<file path="src/rtl/axi_ax_arb_mux_pkg.sv">
// Shared types and default widths for the AXI address-channel arbiter/mux.
// Also holds the round-robin pointer wrap helper.
package axi_ax_arb_mux_pkg;

   localparam int unsigned AXI_ID_BITS   = 4;
   localparam int unsigned AXI_MID_BITS  = 4;
   localparam int unsigned AXI_ADDR_BITS = 32;
   localparam int unsigned AXI_LEN_BITS  = 4;
   localparam int unsigned AXI_SIZE_BITS = 3;

   typedef enum logic [1:0] {
      BurstFixed = 2'd0,
      BurstIncr  = 2'd1,
      BurstWrap  = 2'd2
   } burst_t;

   typedef struct packed {
      logic [AXI_ID_BITS-1:0]   id;
      logic [AXI_ADDR_BITS-1:0] addr;
      logic [AXI_LEN_BITS-1:0]  len;
      logic [AXI_SIZE_BITS-1:0] size;
      burst_t                   burst;
   } ax_req_t;

   // Next round-robin start index; wraps for non-power-of-2 counts.
   function automatic int unsigned wrap_inc(int unsigned idx, int unsigned n);
      return (idx + 1 >= n) ? 0 : idx + 1;
   endfunction

endpackage

</file>
<file path="src/rtl/axi_ax_arb_mux_if.sv">
// AXI address-channel bundle carrying N lanes side by side (lane i at [i*W +: W]).
// master drives request/payload, slave drives ready.
interface axi_ax_arb_mux_if #(
   parameter int unsigned N      = 1,
   parameter int unsigned ID_W   = 4,
   parameter int unsigned ADDR_W = 32,
   parameter int unsigned LEN_W  = 4,
   parameter int unsigned SIZE_W = 3
);
   logic [N*ID_W-1:0]   AxID;
   logic [N*ADDR_W-1:0] AxADDR;
   logic [N*LEN_W-1:0]  AxLEN;
   logic [N*SIZE_W-1:0] AxSIZE;
   logic [N*2-1:0]      AxBURST;
   logic [N-1:0]        AxVALID;
   logic [N-1:0]        AxREADY;

   modport master (
      output AxID, AxADDR, AxLEN, AxSIZE, AxBURST, AxVALID,
      input  AxREADY
   );

   modport slave (
      input  AxID, AxADDR, AxLEN, AxSIZE, AxBURST, AxVALID,
      output AxREADY
   );
endinterface

</file>
<file path="src/rtl/axi_ax_arb_mux_rr_arbiter.sv">
// Round-robin / fixed-priority arbiter producing a one-hot grant and its index.
// The round-robin pointer lives here and advances past the winner when upd is set.
module axi_ax_arb_mux_rr_arbiter
   import axi_ax_arb_mux_pkg::*;
#(
   parameter int unsigned N     = 2,
   parameter bit          RR_EN = 1'b1,
   parameter int unsigned IDX_W = 4
) (
   input  logic             clk,
   input  logic             rst_n,
   input  logic [N-1:0]     req,
   input  logic             upd,
   output logic [N-1:0]     gnt,
   output logic [IDX_W-1:0] gnt_idx,
   output logic             any
);

   logic [IDX_W-1:0] ptr_q, ptr_d;
   logic [N-1:0]     req_hi;

   // Requests at or above the pointer are searched first, then the wrapped remainder.
   always_comb begin
      req_hi = '0;
      for (int unsigned i = 0; i < N; i++) begin
         req_hi[i] = req[i] && RR_EN && (IDX_W'(i) >= ptr_q);
      end
   end

   always_comb begin
      gnt_idx = '0;
      any     = 1'b0;
      for (int unsigned i = 0; i < N; i++) begin
         if (!any && req_hi[i]) begin
            any     = 1'b1;
            gnt_idx = IDX_W'(i);
         end
      end
      for (int unsigned i = 0; i < N; i++) begin
         if (!any && req[i]) begin
            any     = 1'b1;
            gnt_idx = IDX_W'(i);
         end
      end
      gnt = '0;
      for (int unsigned i = 0; i < N; i++) begin
         gnt[i] = any && (gnt_idx == IDX_W'(i));
      end
   end

   always_comb begin
      ptr_d = ptr_q;
      if (RR_EN && upd && any) begin
         ptr_d = IDX_W'(wrap_inc(32'(gnt_idx), N));
      end
   end

   always_ff @(posedge clk or negedge rst_n) begin
      if (!rst_n) begin
         ptr_q <= '0;
      end else begin
         ptr_q <= ptr_d;
      end
   end

endmodule

</file>
<file path="src/rtl/axi_ax_arb_mux.sv">
// N-to-1 AXI address-channel arbiter and mux with a one-entry registered output stage.
// The winning master index is prefixed onto the forwarded ID.
module axi_ax_arb_mux
   import axi_ax_arb_mux_pkg::*;
#(
   parameter int unsigned NUM_M  = 2,
   parameter int unsigned ID_W   = AXI_ID_BITS,
   parameter int unsigned MID_W  = AXI_MID_BITS,
   parameter int unsigned ADDR_W = AXI_ADDR_BITS,
   parameter int unsigned LEN_W  = AXI_LEN_BITS,
   parameter int unsigned SIZE_W = AXI_SIZE_BITS,
   parameter bit          RR_EN  = 1'b1
) (
   input  logic             ACLK,
   input  logic             ARESETn,
   axi_ax_arb_mux_if.slave  up,
   axi_ax_arb_mux_if.master dn,
   output logic [MID_W-1:0] gnt_idx
);

   logic              can_load, any;
   logic [NUM_M-1:0]  req, gnt;
   logic [MID_W-1:0]  win_idx;
   logic [ID_W-1:0]   id_mux;
   logic [ADDR_W-1:0] addr_mux;
   logic [LEN_W-1:0]  len_mux;
   logic [SIZE_W-1:0] size_mux;
   logic [1:0]        burst_mux;

   logic                  valid_q, valid_d;
   logic [MID_W+ID_W-1:0] id_q, id_d;
   logic [ADDR_W-1:0]     addr_q, addr_d;
   logic [LEN_W-1:0]      len_q, len_d;
   logic [SIZE_W-1:0]     size_q, size_d;
   logic [1:0]            burst_q, burst_d;

   // Nothing is accepted while reset is asserted, so no master handshake can be lost.
   assign can_load = ARESETn && (!valid_q || dn.AxREADY[0]);
   assign req      = up.AxVALID & {NUM_M{can_load}};

   axi_ax_arb_mux_rr_arbiter #(
      .N     (NUM_M),
      .RR_EN (RR_EN),
      .IDX_W (MID_W)
   ) u_arb (
      .clk     (ACLK),
      .rst_n   (ARESETn),
      .req     (req),
      .upd     (can_load),
      .gnt     (gnt),
      .gnt_idx (win_idx),
      .any     (any)
   );

   assign up.AxREADY = gnt;
   assign gnt_idx    = win_idx;

   always_comb begin
      id_mux    = '0;
      addr_mux  = '0;
      len_mux   = '0;
      size_mux  = '0;
      burst_mux = '0;
      for (int unsigned i = 0; i < NUM_M; i++) begin
         if (win_idx == MID_W'(i)) begin
            id_mux    = up.AxID[i*ID_W +: ID_W];
            addr_mux  = up.AxADDR[i*ADDR_W +: ADDR_W];
            len_mux   = up.AxLEN[i*LEN_W +: LEN_W];
            size_mux  = up.AxSIZE[i*SIZE_W +: SIZE_W];
            burst_mux = up.AxBURST[i*2 +: 2];
         end
      end
   end

   // A new winner overwrites the slot in the same edge it drains: no bubble.
   always_comb begin
      valid_d = valid_q;
      id_d    = id_q;
      addr_d  = addr_q;
      len_d   = len_q;
      size_d  = size_q;
      burst_d = burst_q;
      if (any) begin
         valid_d = 1'b1;
         id_d    = {win_idx, id_mux};
         addr_d  = addr_mux;
         len_d   = len_mux;
         size_d  = size_mux;
         burst_d = burst_mux;
      end else if (dn.AxREADY[0]) begin
         valid_d = 1'b0;
      end
   end

   always_ff @(posedge ACLK or negedge ARESETn) begin
      if (!ARESETn) begin
         valid_q <= 1'b0;
         id_q    <= '0;
         addr_q  <= '0;
         len_q   <= '0;
         size_q  <= '0;
         burst_q <= '0;
      end else begin
         valid_q <= valid_d;
         id_q    <= id_d;
         addr_q  <= addr_d;
         len_q   <= len_d;
         size_q  <= size_d;
         burst_q <= burst_d;
      end
   end

   assign dn.AxVALID = valid_q;
   assign dn.AxID    = id_q;
   assign dn.AxADDR  = addr_q;
   assign dn.AxLEN   = len_q;
   assign dn.AxSIZE  = size_q;
   assign dn.AxBURST = burst_q;

endmodule

</file>
<file path="src/flat_wrapper.sv">
// flat-port wrapper written by rule: the top's interface ports become plain ports
module axi_ax_arb_mux_flat import axi_ax_arb_mux_pkg::*;
#(
   parameter int unsigned NUM_M  = 2,
   parameter int unsigned ID_W   = AXI_ID_BITS,
   parameter int unsigned MID_W  = AXI_MID_BITS,
   parameter int unsigned ADDR_W = AXI_ADDR_BITS,
   parameter int unsigned LEN_W  = AXI_LEN_BITS,
   parameter int unsigned SIZE_W = AXI_SIZE_BITS,
   parameter bit          RR_EN  = 1'b1
)
  (ACLK, ARESETn, gnt_idx, up_AxID, up_AxADDR, up_AxLEN, up_AxSIZE, up_AxBURST, up_AxVALID, up_AxREADY, dn_AxID, dn_AxADDR, dn_AxLEN, dn_AxSIZE, dn_AxBURST, dn_AxVALID, dn_AxREADY);
  axi_ax_arb_mux_if #(.N(2), .ID_W(ID_W), .ADDR_W(ADDR_W), .LEN_W(LEN_W), .SIZE_W(SIZE_W)) up_i ();
  axi_ax_arb_mux_if #(.N(1), .ID_W(ID_W), .ADDR_W(ADDR_W), .LEN_W(LEN_W), .SIZE_W(SIZE_W)) dn_i ();
  input  logic ACLK;
  input  logic ARESETn;
  output logic [MID_W-1:0] gnt_idx;
  input wire logic [$bits(up_i.AxID)-1:0] up_AxID;
  input wire logic [$bits(up_i.AxADDR)-1:0] up_AxADDR;
  input wire logic [$bits(up_i.AxLEN)-1:0] up_AxLEN;
  input wire logic [$bits(up_i.AxSIZE)-1:0] up_AxSIZE;
  input wire logic [$bits(up_i.AxBURST)-1:0] up_AxBURST;
  input wire logic [$bits(up_i.AxVALID)-1:0] up_AxVALID;
  output wire logic [$bits(up_i.AxREADY)-1:0] up_AxREADY;
  output wire logic [$bits(dn_i.AxID)-1:0] dn_AxID;
  output wire logic [$bits(dn_i.AxADDR)-1:0] dn_AxADDR;
  output wire logic [$bits(dn_i.AxLEN)-1:0] dn_AxLEN;
  output wire logic [$bits(dn_i.AxSIZE)-1:0] dn_AxSIZE;
  output wire logic [$bits(dn_i.AxBURST)-1:0] dn_AxBURST;
  output wire logic [$bits(dn_i.AxVALID)-1:0] dn_AxVALID;
  input wire logic [$bits(dn_i.AxREADY)-1:0] dn_AxREADY;
  assign up_i.AxID = up_AxID;
  assign up_i.AxADDR = up_AxADDR;
  assign up_i.AxLEN = up_AxLEN;
  assign up_i.AxSIZE = up_AxSIZE;
  assign up_i.AxBURST = up_AxBURST;
  assign up_i.AxVALID = up_AxVALID;
  assign up_AxREADY = up_i.AxREADY;
  assign dn_AxID = dn_i.AxID;
  assign dn_AxADDR = dn_i.AxADDR;
  assign dn_AxLEN = dn_i.AxLEN;
  assign dn_AxSIZE = dn_i.AxSIZE;
  assign dn_AxBURST = dn_i.AxBURST;
  assign dn_AxVALID = dn_i.AxVALID;
  assign dn_i.AxREADY = dn_AxREADY;
  axi_ax_arb_mux #(.NUM_M(NUM_M), .ID_W(ID_W), .MID_W(MID_W), .ADDR_W(ADDR_W), .LEN_W(LEN_W), .SIZE_W(SIZE_W), .RR_EN(RR_EN)) u_core (.ACLK(ACLK), .ARESETn(ARESETn), .up(up_i), .dn(dn_i), .gnt_idx(gnt_idx));
endmodule
</file>
<file path="config.mk">
export PLATFORM = sky130hd
export DESIGN_NAME = axi_ax_arb_mux_flat
export DESIGN_NICKNAME = d
export VERILOG_FILES = /design/src/rtl/axi_ax_arb_mux_pkg.sv /design/src/rtl/axi_ax_arb_mux_if.sv /design/src/rtl/axi_ax_arb_mux_rr_arbiter.sv /design/src/rtl/axi_ax_arb_mux.sv /design/src/flat_wrapper.sv
export SDC_FILE = /design/constraint.sdc
export NUM_CORES = 1
export LEC_CHECK = 0
export BUFFER_PORTS_ARGS = -buffer_cell sky130_fd_sc_hd__buf_2
export CAP_MARGIN = 20
export CORE_ASPECT_RATIO = 2
export CORE_MARGIN = 2
export CORE_UTILIZATION = 32
export DETAILED_ROUTE_END_ITERATION = 8
export HOLD_SLACK_MARGIN = 0.02
export RECOVER_POWER = 50
export SLEW_MARGIN = 0
export SYNTH_ARGS = -nofsm -noshare
export SYNTH_HDL_FRONTEND = slang
export SYNTH_SLANG_ARGS = --single-unit
export TNS_END_PERCENT = 5
</file>
<file path="constraint.sdc">
create_clock -name ACLK -period 1.57 [get_ports ACLK]
set_input_delay 0.0785 -clock ACLK [delete_from_list [all_inputs] [get_ports ACLK]]
set_output_delay 0.0785 -clock ACLK [all_outputs]
set_load 0.05 [all_outputs]
</file>
==> summary.txt <==
Final layout
  • Commonest non-fill, non-tap cell in the layout: buf_2
  • Share of layout cells above drive strength 1: 35.4%
  • Most frequent cells in the layout: buf_2 (97), a31oi_1 (89), nand2_1 (46), dfrtp_1 (46), clkbuf_1 (45)
  • Final net count: 568
  • Layout overhead on the synthesized area: 45.1%
  • Register area: 1180 um^2
  • Filler cells: 939
  • Antenna Diode Count: 0
  • Area of the multi-input gates: 1740 um^2

Synth
  • Mapped cell area: 3040 um^2
  • Warnings from Yosys: 0
  • Sequential area share after synthesis: 38.7%
  • #FFs+latches synth: 47
  • Yosys cell types: 20
  • Avg Synthesized Cell Area: 8.69 um^2
  • Post-Synthesis Cells: 350

Routing
  • Wire per inst: 19.8 um
  • Number of vias per cell: 6.14
  • Router iterations before antenna repair: 5
  • Routed vias: 3550
  • Final WL: 11400 um
  • ANT nets after route: 0
  • DRC: 0
  • 1st-iter DRT viols: 276

Place
  • RD Place Congestion: 0.791
  • Post-Place Worst Slack: 0.0616 ns
  • DP HPWL: 6990 um
  • Port bufs: 143

Clocking
  • Root Driver: clkbuf_16
  • Clk_lat worst skew: 0.29 ns
  • Clk sinks: 47
  • TritonCTS buffer count: 5
  • Clock tree buffer depth: 2
  • CTS clk-pin slew, worst paths: 0.07 ns
  • TritonCTS clock tree: built
  • H-tree levels: 2

STA
  • Pins Over Slew Limit: 0
  • Clock skew: 0.00353 ns
  • Unrepaired setup endpoints after global routing: true
  • Worst Max-Slew Pin Slew: 1.05 ns
  • Min cycle time layout: 1.56 ns
  • Relative slew slack: 29.7%
  • Final worst-path cycle share: 99.6%
  • Final Hold Viols: 0
  • Setup TNS: 0 ns
  • Worst Slack Setup Final: 0.00571 ns
  • Fmax: 639 MHz
  • Final-report setup violation count: 0

Pwr
  • Switching pwr: 2.22 mW
  • Sw frac: 42.7%
  • Clk pwr share: 27.1%
  • Seq pwr share: 30.6%
  • Pwr Density: 1180 nW/um^2
  • VDD IR-drop max: 0.512 mV
  • Logic pwr share: 42.3%
  • P_leak: 1.76 nW
  • P_int: 2.98 mW

Min path
  • Hold Crit Class: in2async

Floorplanning
  • Die Ht: 142 um
  • Core box area: 9320 um^2
  • Rows: 50
  • I/O Pins: 147
  • Die Span X: 72.9 um
  • DIE AREA: 10300 um^2
  • Initial Util: 32.6%

Global route
  • Vias in the first global route: 3368
  • Initial antenna violation count: 0
  • Global route overflow: 0
  • First-pass GRT wire length: 17300 um
  • GRT Resource Usage Total: 21.4%
  • Pin count of the biggest net entering global routing: 65

Setup path
  • Kind of critical path: reg2reg
  • Setup crit start kind: flip-flop
  • Worst-path fanout max: 8
  • Arrival @ worst endpoint: 1.78 ns
  • R2R setup slack: 0.006 ns
  • R2R depth: 5
  • Critical Path RT: 1.79 ns
  • CP Capture Type: flip-flop

Flow run
  • Number of max-cap violations: 0

Status
  • Outcome: finished, final reports clean
## cells in the mapped netlist
master	n	area [um^2]
nand2_1	47	176
mux2_1	1	11.3
a31oi_1	90	563
o41ai_1	45	394
buf_4	5	37.5
clkbuf_1	41	154
nor3_1	2	10.0
and3_1	1	6.26
buf_6	7	78.8
buf_2	8	40.0
dfrtp_1	47	1180
conb_1	1	3.75
nor2b_1	2	12.5
buf_1	1	3.75
inv_2	2	7.51
or2_1	1	6.26
nand2b_1	2	12.5
nand3_1	1	5.00
a21oi_1	1	5.00
or4_1	45	338
## worst paths after layout
kind,start,end
setup / recovery,u_core.dn.AxVALID,u_core.dn.AxADDR[26]
hold / removal,ARESETn,u_core.dn.AxADDR[12]
setup reg to reg,u_core.dn.AxVALID,u_core.dn.AxADDR[26]
hold reg to reg,u_core.dn.AxSIZE[0],u_core.dn.AxSIZE[0]
max in group asynchronous,ARESETn,u_core.dn.AxVALID
min in group ACLK,up_AxADDR[25],u_core.dn.AxADDR[25]
## routing by layer
layer	vias up	track usage, %	wire (um)	share of wire, %
met5	-	0	0	0
met4	0	12.5	507	4.4
met3	33	2.84	583	5.1
met2	158	35.6	6110	53
met1	1700	25.9	4220	37
li1	1659	-	-	-
## per-stage QoR
step	power [mW]	cells	cell area, um^2	utilization, %	hold slack, ns
floorplan	3.11	352	3150	-	-0.217
global placement	3.67	556	3910	41.9	0.0827
detailed placement	3.71	556	3910	41.9	0.0847
CTS	5.18	574	4220	45.3	0.0367
global route	5.42	578	4410	47.3	0.0270
finish	5.21	578	4410	47.3	0.00203
## power groups by stage
stage               clock, mW  combinational, mW  sequential (mW)
floorplan                   0              0.733             2.38
global placement            0               2.08             1.60
detailed placement          0               2.10             1.61
CTS                      1.43               2.16             1.59
global route             1.47               2.33             1.62
finish                   1.41               2.20             1.59
## cells by family (layout without fill, tap and decap cells)
| family | after synthesis | count (layout) | synth area share [%] |
|---|---|---|---|
| simple gates | 101 | 101 | 18.6 |
| compound gates | 136 | 136 | 31.6 |
| other cells | 1 | 3 | 0.123 |
| flops | 47 | 47 | 38.7 |
| mux | 1 | 1 | 0.370 |
| buf+inv | 64 | 186 | 10.6 |
## final cells by class
type | count | area share [%]
multi-input combinational | 241 | 39.5
sequential | 47 | 26.7
clock inverter | 3 | 1.53
tap | 104 | 2.95
inverter | 2 | 0.170
timing repair buffer | 176 | 26.4
clock buffer | 5 | 2.84
## flip-flops by register name, indices dropped and copies added (netlist names)
| register | cells |
|---|---|
| u_core.dn.AxADDR | 32 |
| u_core.id_q | 4 |
| u_core.dn.AxLEN | 4 |
| u_core.dn.AxBURST | 2 |
| u_core.dn.AxVALID | 1 |
| u_core.dn.AxSIZE | 3 |
| u_core.u_arb.ptr_q | 1 |
## timing repair
item | in CTS | in global routing
gates resized for setup | 5 | 28
endpoints found under the hold margin | 41 | 0
setup buffers | 5 | 0
pin swaps | 4 | 35
gates cloned | 1 | 3
hold buffers | 4 | 0
endpoints found under the setup margin | 2 | 33
## critical path: stages, from the launching register on
cell and delay [ns]:
dfrtp_2 0.41, nor2b_4 0.16, buf_8 0.15, clkbuf_16 0.16, or4_1 0.46, a31oi_1 0.13
(Power assumes the default switching activity.)
